## src/rtl/mem_seq_pkg.sv

```systemverilog
// Shared types and constants for the main-RAM sequencer.
package mem_seq_pkg;

  typedef enum logic [2:0] {
    IDLE,
    RD,
    RD_TAIL,
    WR1,
    WR2,
    DONE
  } state_t;

  // The RAM burst length is fixed; only 4 words per line is legal.
  localparam int LINE_WORDS = 4;
  localparam int BEAT_W     = 2;

  // Line reads are aligned to 16 bytes, word writes to 4 bytes.
  localparam logic [31:0] LINE_MASK = ~32'hF;
  localparam logic [31:0] WORD_MASK = ~32'h3;

  // Every read is exactly RD_BEATS MRd-low cycles and every write exactly
  // WR_CYCLES CMWr-high cycles, which keeps the RAM's beat counter aligned.
  localparam int RD_BEATS  = 4;
  localparam int WR_CYCLES = 2;

endpackage

```

## src/rtl/mem_seq_if.sv

```systemverilog
// Port and RAM-side signal bundle for mem_seq.
interface mem_seq_if #(
  parameter int ADDR_W = 32
);

  logic              P0_REQ;
  logic              P0_WE;
  logic [ADDR_W-1:0] P0_ADDR;
  logic [31:0]       P0_WDATA;
  logic              P0_ACK;

  logic              P1_REQ;
  logic              P1_WE;
  logic [ADDR_W-1:0] P1_ADDR;
  logic [31:0]       P1_WDATA;
  logic              P1_ACK;

  logic [127:0]      LINE_DATA;
  logic              BUSY;

  logic              MRd;
  logic              CMWr;
  logic [ADDR_W-1:0] AB;
  logic [31:0]       MD_IN;
  logic [31:0]       MD_OUT;
  logic              MD_OE;

  // Requesters and the RAM: drive requests and read data, observe the rest.
  modport master (
    output P0_REQ, P0_WE, P0_ADDR, P0_WDATA,
    output P1_REQ, P1_WE, P1_ADDR, P1_WDATA,
    output MD_IN,
    input  P0_ACK, P1_ACK, LINE_DATA, BUSY,
    input  MRd, CMWr, AB, MD_OUT, MD_OE
  );

  // The sequencer itself.
  modport slave (
    input  P0_REQ, P0_WE, P0_ADDR, P0_WDATA,
    input  P1_REQ, P1_WE, P1_ADDR, P1_WDATA,
    input  MD_IN,
    output P0_ACK, P1_ACK, LINE_DATA, BUSY,
    output MRd, CMWr, AB, MD_OUT, MD_OE
  );

endinterface

```

## src/rtl/mem_seq_rr_arb2.sv

```systemverilog
// Two-requester arbiter: round-robin, or fixed priority to port 0.
module rr_arb2 #(
  parameter bit FIXED_PRI = 1'b0
) (
  input  logic       CLK,
  input  logic       RST,
  input  logic [1:0] req,
  input  logic       advance,
  output logic [1:0] gnt
);

  // 1 = port 1 was granted last; resets to 1 so port 0 wins the first tie.
  logic last_reg;

  generate
    if (FIXED_PRI) begin : g_fixed
      // Port 0 always wins a tie.
      always_comb begin
        gnt = {req[1] & ~req[0], req[0]};
      end
    end else begin : g_rr
      // On a tie grant the port that was not granted last.
      always_comb begin
        gnt = req;
        if (req == 2'b11) begin
          gnt = last_reg ? 2'b01 : 2'b10;
        end
      end
    end
  endgenerate

  // Remember the winner whenever a grant is actually taken.
  always_ff @(posedge CLK) begin
    if (RST) begin
      last_reg <= 1'b1;
    end else if (advance && (gnt != 2'b00)) begin
      last_reg <= gnt[1];
    end
  end

endmodule

```

## src/rtl/mem_seq.sv

```systemverilog
// Two-port line-read / word-write sequencer in front of the burst main RAM.
module mem_seq #(
  parameter int ADDR_W     = 32,
  parameter int LINE_WORDS = 4,
  parameter bit FIXED_PRI  = 1'b0
) (
  input  logic      CLK,
  input  logic      RST,
  mem_seq_if.slave  bus
);

  import mem_seq_pkg::*;

  localparam logic [ADDR_W-1:0] AB_LINE_MASK = ~ADDR_W'(~LINE_MASK);
  localparam logic [ADDR_W-1:0] AB_WORD_MASK = ~ADDR_W'(~WORD_MASK);

  state_t                    state_reg;
  logic [BEAT_W-1:0]         beat_reg;
  logic                      port_reg;
  logic [31:0]               wdata_reg;
  logic [31:0]               buf_reg [LINE_WORDS-1];
  logic [32*LINE_WORDS-1:0]  line_reg;
  logic [32*LINE_WORDS-1:0]  line_next;
  logic                      mrd_reg;
  logic                      cmwr_reg;
  logic [ADDR_W-1:0]         ab_reg;
  logic [31:0]               md_out_reg;
  logic                      md_oe_reg;
  logic                      ack0_reg;
  logic                      ack1_reg;

  logic [1:0]                req;
  logic [1:0]                gnt;
  logic                      advance;
  logic                      sel_we;
  logic [ADDR_W-1:0]         sel_addr;
  logic [31:0]               sel_wdata;

  assign req     = {bus.P1_REQ, bus.P0_REQ};
  assign advance = (state_reg == IDLE);

  rr_arb2 #(
    .FIXED_PRI (FIXED_PRI)
  ) u_arb (
    .CLK     (CLK),
    .RST     (RST),
    .req     (req),
    .advance (advance),
    .gnt     (gnt)
  );

  assign sel_we    = gnt[1] ? bus.P1_WE    : bus.P0_WE;
  assign sel_addr  = gnt[1] ? bus.P1_ADDR  : bus.P0_ADDR;
  assign sel_wdata = gnt[1] ? bus.P1_WDATA : bus.P0_WDATA;

  // The completed line is the buffered words plus the last word on MD.
  genvar gi;
  generate
    for (gi = 0; gi < LINE_WORDS - 1; gi++) begin : g_slot
      assign line_next[32*gi +: 32] = buf_reg[gi];
    end
  endgenerate
  assign line_next[32*(LINE_WORDS-1) +: 32] = bus.MD_IN;

  // Word k of the burst is on MD during beat k+1, so capture lags by one.
  always_ff @(posedge CLK) begin
    if (state_reg == RD && beat_reg != '0) begin
      buf_reg[beat_reg - 1'b1] <= bus.MD_IN;
    end
  end

  // Main sequencer: arbitrate, run one fixed-length RAM cycle, pulse ACK.
  always_ff @(posedge CLK) begin
    if (RST) begin
      state_reg  <= IDLE;
      beat_reg   <= '0;
      port_reg   <= 1'b0;
      wdata_reg  <= '0;
      line_reg   <= '0;
      mrd_reg    <= 1'b1;
      cmwr_reg   <= 1'b0;
      ab_reg     <= '0;
      md_out_reg <= '0;
      md_oe_reg  <= 1'b0;
      ack0_reg   <= 1'b0;
      ack1_reg   <= 1'b0;
    end else begin
      case (state_reg)
        IDLE: begin
          if (gnt != 2'b00) begin
            port_reg  <= gnt[1];
            wdata_reg <= sel_wdata;
            beat_reg  <= '0;
            if (sel_we) begin
              state_reg <= WR1;
              ab_reg    <= sel_addr & AB_WORD_MASK;
              cmwr_reg  <= 1'b1;
              md_oe_reg <= 1'b0;
            end else begin
              state_reg <= RD;
              ab_reg    <= sel_addr & AB_LINE_MASK;
              mrd_reg   <= 1'b0;
            end
          end
        end
        RD: begin
          beat_reg <= beat_reg + 1'b1;
          if (beat_reg == BEAT_W'(RD_BEATS - 1)) begin
            state_reg <= RD_TAIL;
            mrd_reg   <= 1'b1;
          end
        end
        RD_TAIL: begin
          line_reg  <= line_next;
          state_reg <= DONE;
          ack0_reg  <= ~port_reg;
          ack1_reg  <= port_reg;
        end
        WR1: begin
          // The RAM is still releasing MD this cycle; drive only from WR2.
          state_reg  <= WR2;
          md_oe_reg  <= 1'b1;
          md_out_reg <= wdata_reg;
        end
        WR2: begin
          state_reg <= DONE;
          cmwr_reg  <= 1'b0;
          md_oe_reg <= 1'b0;
          ack0_reg  <= ~port_reg;
          ack1_reg  <= port_reg;
        end
        DONE: begin
          ack0_reg  <= 1'b0;
          ack1_reg  <= 1'b0;
          state_reg <= IDLE;
        end
        default: begin
          state_reg <= IDLE;
        end
      endcase
    end
  end

  assign bus.P0_ACK    = ack0_reg;
  assign bus.P1_ACK    = ack1_reg;
  assign bus.LINE_DATA = line_reg;
  assign bus.BUSY      = (state_reg != IDLE);
  assign bus.MRd       = mrd_reg;
  assign bus.CMWr      = cmwr_reg;
  assign bus.AB        = ab_reg;
  assign bus.MD_OUT    = md_out_reg;
  assign bus.MD_OE     = md_oe_reg;

endmodule

```

## src/flat_wrapper.sv

```systemverilog
// flat-port wrapper written by rule: the top's interface ports become plain ports
module mem_seq_flat import mem_seq_pkg::*;
#(
  parameter int ADDR_W     = 32,
  parameter int LINE_WORDS = 4,
  parameter bit FIXED_PRI  = 1'b0
)
  (CLK, RST, bus_P0_REQ, bus_P0_WE, bus_P0_ADDR, bus_P0_WDATA, bus_P1_REQ, bus_P1_WE, bus_P1_ADDR, bus_P1_WDATA, bus_MD_IN, bus_P0_ACK, bus_P1_ACK, bus_LINE_DATA, bus_BUSY, bus_MRd, bus_CMWr, bus_AB, bus_MD_OUT, bus_MD_OE);
  mem_seq_if #(.ADDR_W(ADDR_W)) bus_i ();
  input  logic CLK;
  input  logic RST;
  input wire logic [$bits(bus_i.P0_REQ)-1:0] bus_P0_REQ;
  input wire logic [$bits(bus_i.P0_WE)-1:0] bus_P0_WE;
  input wire logic [$bits(bus_i.P0_ADDR)-1:0] bus_P0_ADDR;
  input wire logic [$bits(bus_i.P0_WDATA)-1:0] bus_P0_WDATA;
  input wire logic [$bits(bus_i.P1_REQ)-1:0] bus_P1_REQ;
  input wire logic [$bits(bus_i.P1_WE)-1:0] bus_P1_WE;
  input wire logic [$bits(bus_i.P1_ADDR)-1:0] bus_P1_ADDR;
  input wire logic [$bits(bus_i.P1_WDATA)-1:0] bus_P1_WDATA;
  input wire logic [$bits(bus_i.MD_IN)-1:0] bus_MD_IN;
  output wire logic [$bits(bus_i.P0_ACK)-1:0] bus_P0_ACK;
  output wire logic [$bits(bus_i.P1_ACK)-1:0] bus_P1_ACK;
  output wire logic [$bits(bus_i.LINE_DATA)-1:0] bus_LINE_DATA;
  output wire logic [$bits(bus_i.BUSY)-1:0] bus_BUSY;
  output wire logic [$bits(bus_i.MRd)-1:0] bus_MRd;
  output wire logic [$bits(bus_i.CMWr)-1:0] bus_CMWr;
  output wire logic [$bits(bus_i.AB)-1:0] bus_AB;
  output wire logic [$bits(bus_i.MD_OUT)-1:0] bus_MD_OUT;
  output wire logic [$bits(bus_i.MD_OE)-1:0] bus_MD_OE;
  assign bus_i.P0_REQ = bus_P0_REQ;
  assign bus_i.P0_WE = bus_P0_WE;
  assign bus_i.P0_ADDR = bus_P0_ADDR;
  assign bus_i.P0_WDATA = bus_P0_WDATA;
  assign bus_i.P1_REQ = bus_P1_REQ;
  assign bus_i.P1_WE = bus_P1_WE;
  assign bus_i.P1_ADDR = bus_P1_ADDR;
  assign bus_i.P1_WDATA = bus_P1_WDATA;
  assign bus_i.MD_IN = bus_MD_IN;
  assign bus_P0_ACK = bus_i.P0_ACK;
  assign bus_P1_ACK = bus_i.P1_ACK;
  assign bus_LINE_DATA = bus_i.LINE_DATA;
  assign bus_BUSY = bus_i.BUSY;
  assign bus_MRd = bus_i.MRd;
  assign bus_CMWr = bus_i.CMWr;
  assign bus_AB = bus_i.AB;
  assign bus_MD_OUT = bus_i.MD_OUT;
  assign bus_MD_OE = bus_i.MD_OE;
  mem_seq #(.ADDR_W(ADDR_W), .LINE_WORDS(LINE_WORDS), .FIXED_PRI(FIXED_PRI)) u_core (.CLK(CLK), .RST(RST), .bus(bus_i));
endmodule
```

## config.mk

```make
export PLATFORM = sky130hd
export DESIGN_NAME = mem_seq_flat
export DESIGN_NICKNAME = d
export VERILOG_FILES = /design/src/rtl/mem_seq_pkg.sv /design/src/rtl/mem_seq_if.sv /design/src/rtl/mem_seq_rr_arb2.sv /design/src/rtl/mem_seq.sv /design/src/flat_wrapper.sv
export SDC_FILE = /design/constraint.sdc
export NUM_CORES = 1
export LEC_CHECK = 0
export CORE_MARGIN = 3
export CORE_UTILIZATION = 45
export DETAILED_ROUTE_END_ITERATION = 10
export HOLD_SLACK_MARGIN = 0.15
export PLACE_DENSITY = 0.88
export SYNTH_ARGS = -nofsm -noshare
export SYNTH_HDL_FRONTEND = slang
export SYNTH_SLANG_ARGS = --single-unit
```

## constraint.sdc

```tcl
create_clock -name CLK -period 3.15 [get_ports CLK]
set_clock_uncertainty 0.05 [all_clocks]
set_input_delay 0.63 -clock CLK [delete_from_list [all_inputs] [get_ports CLK]]
set_output_delay 0.63 -clock CLK [all_outputs]
set_load 0.02 [all_outputs]
```

==> results.toml <==
[synth]
synth_area_per_cell_um2 = 10.2
synth_area_um2 = 11700
ys_seq_elements = 330
yosysWarnings = 0
synth_top_area_share_pct = 39.9
synth_area_leader_cell = "dfxtp_1"
netlist_instances = 1154
ys_top_cells_by_area = "dfxtp_1 40%, edfxtp_1 25%, nand2_1 10%"
yosysUniqueCellTypes = 39
synth_seq_area_share_pct = 64.4

[grt]
antenna_found_initial = 1
grt_pass1_wl_mm = 51.6
track_usage_pct = 22.9
grt_pass1_vias = 9660
grt_max_degree = 83
overflow = 0

[run]
cap_violations = 0

[routing]
detail-route-antenna-nets = 0
vias = 9667
wirelength_mm = 33.5
wl_per_cell_um = 18.2
drc = 0
first_pass_iters = 5
via_per_inst = 5.26
drt-initial-drc-count = 857

[outcome]
outcome = "complete, no violations"

[final_layout]
nets = 1652
area_growth_pct = 42.6
n_antenna_cell = 0
final_cell_count_no_fill = 1837
drive_gt1_share_pct = 5.31
fillCellCount = 1864

[timing]
final_hold_viol_count = 0
fin_crit_ps = 2840
worst_pin_slew_ps = 639
setup_slack_ps = 308
rsz0062_at_grt = "false"
relSlewSlack_pct = 57.4
setup_violations = 0
finalCritPeriodShare_pct = 90.2
tns_ps = 0
whs_ps = 402
fmax_mhz = 352
finalMaxSlewViolations = 0

[cts]
path_clk_slew_ps = 60
htreeDepth = 2
insertion_delay_ps = 520
cts_hold_buf = 0
cts_tree = "done"
cts-root-buf = "clkbuf_16"
cts_buffer_depth = 3
postCtsSetupRepairBufs = 0
cts_buffers = 34
clock_sinks = 330
ctsResizeCount = 0

[place]
post-place-ws_ps = 528
place.gp.congestion = 0.841
dp_cells = 1775
dp_hpwl_mm = 22.7
port_buffers = 357

[power_and_ir_drop]
powerDensity_nw_per_um2 = 605
peakVddDrop_v = 0.000401
finalPower_mw = 10.1
p_leak_nw = 5.77

[worst_setup_path]
critical_path_arrival_ps = 2160
required_ps = 2470
crit_type = "reg -> out"
worst_setup_path_start_kind = "flip-flop"
crit_fanout = 17
r2r_setup_slack_ps = 730
endpoint_kind = "output port"

[floorplan]
core_um2 = 25400
die_area_um2 = 28100
rows = 58
initial_core_util_pct = 46.3
die_h_um = 168
io_pins = 364
die_w_um = 168

[worst_hold_path]
holdCritPathClass = "reg -> reg"
-- cells in the final DEF, fill, tap and decap left out, types with 2 or more instances in the layout --
cell type	count
or3_1	2
ha_1	5
clkdlybuf4s50_1	356
nor2b_1	2
a21oi_1	166
and2_2	3
inv_1	5
clkbuf_1	11
buf_12	8
a22oi_1	2
nand2_1	325
clkbuf_8	3
nor2_1	73
o31ai_1	2
buf_4	11
clkbuf_16	34
edfxtp_1	96
conb_1	2
bufinv_16	3
nand2b_1	2
dfxtp_1	234
mux2i_1	66
and3_1	2
clkinv_2	6
a211oi_1	61
clkinv_8	2
-- worst max-delay path, stage by stage (launching register included) --
cell and delay [ps]:
dfxtp_1 730, nor3_4 90, inv_1 180, clkdlybuf4s50_1 650
-- cell families (layout without fill, tap and decap cells) --
group	count (synthesis)	in the layout	share of synthesized area (%)
multiplexers	66	66	5.62
flip-flops	330	330	64.4
AO/OA/AOI/OAI	243	243	12.0
buffers and inverters	91	443	3.54
adder cells (fa/ha/maj)	5	5	0.532
AND/OR/NAND/NOR	418	418	13.8
other	1	2	0.0319
-- area by class of cell --
class / count / area, µm² / share of cell area (%)
Tap cell: 330 / 413 / 2.47
Sequential cell: 330 / 7570 / 45.2
Multi-Input combinational cell: 734 / 3800 / 22.7
Timing Repair Buffer: 376 / 3820 / 22.8
Clock inverter: 14 / 196 / 1.17
Inverter: 5 / 18.8 / 0.112
Clock buffer: 48 / 933 / 5.57
-- worst paths after layout --
check / startpoint / end / cells after the start
hold / removal: u_core.wdata_reg[15]$_SDFFE_PP0P_ / u_core.bus.MD_OUT[15]$_SDFFE_PP0P_ / 2
hold reg to reg: u_core.wdata_reg[15]$_SDFFE_PP0P_ / u_core.bus.MD_OUT[15]$_SDFFE_PP0P_ / 2
setup / recovery: u_core.state_reg[1]$_SDFFE_PP0P_ / bus_BUSY / 3
setup reg to reg: u_core.state_reg[0]$_SDFFE_PP0P_ / u_core.buf_reg[2][1]$_DFFE_PP_ / 4
-- where the power goes --
group          switching, mW  total (mW)  internal (mW)
Clock                   1.65        4.00           2.35
Sequential             0.130        4.71           4.58
Combinational          0.754        1.41          0.661
Total                   2.53        10.1           7.59
-- cell usage after synthesis --
cell and instances:
conb_1 1, a2111oi_0 1, o32ai_1 1, a221o_1 1, or3b_2 1, nand2_1 326
dfxtp_1 234, nor4_1 1, o22ai_1 1, a22oi_1 2, buf_1 5, o21bai_1 1
nor2b_1 2, buf_4 10, o31ai_1 2, o21ai_1 1, a221oi_1 1, nand2b_1 2
or3_1 2, o31a_1 1, buf_2 29, nor3b_1 1, nor3_4 1, a21oi_1 166
inv_1 5, clkbuf_1 42, ha_1 5, and2_1 4, nor3_1 1, mux2i_1 66
a211o_1 1, o21ai_0 1, a211oi_1 61, edfxtp_1 96, nand3_1 1, and3_1 2
nor2_1 74, a21boi_1 1, o32a_1 1
-- routing by layer --
| layer | wire length, µm | track usage [%] |
|---|---|---|
| met2 | 17400 | 42.0 |
| met3 | 2740 | 6.16 |
| met5 | 0 | 0 |
| met4 | 1050 | 8.11 |
| met1 | 12300 | 25.6 |
-- metrics by stage --
stage | instance area (µm²) | utilization, %
after floorplan | 11800 | -
after CTS | 16700 | 65.9
after detailed placement | 15600 | 61.5
after global placement | 15600 | 61.5
after global routing | 16700 | 65.9
final | 16700 | 65.9
(Power assumes the default switching activity.)
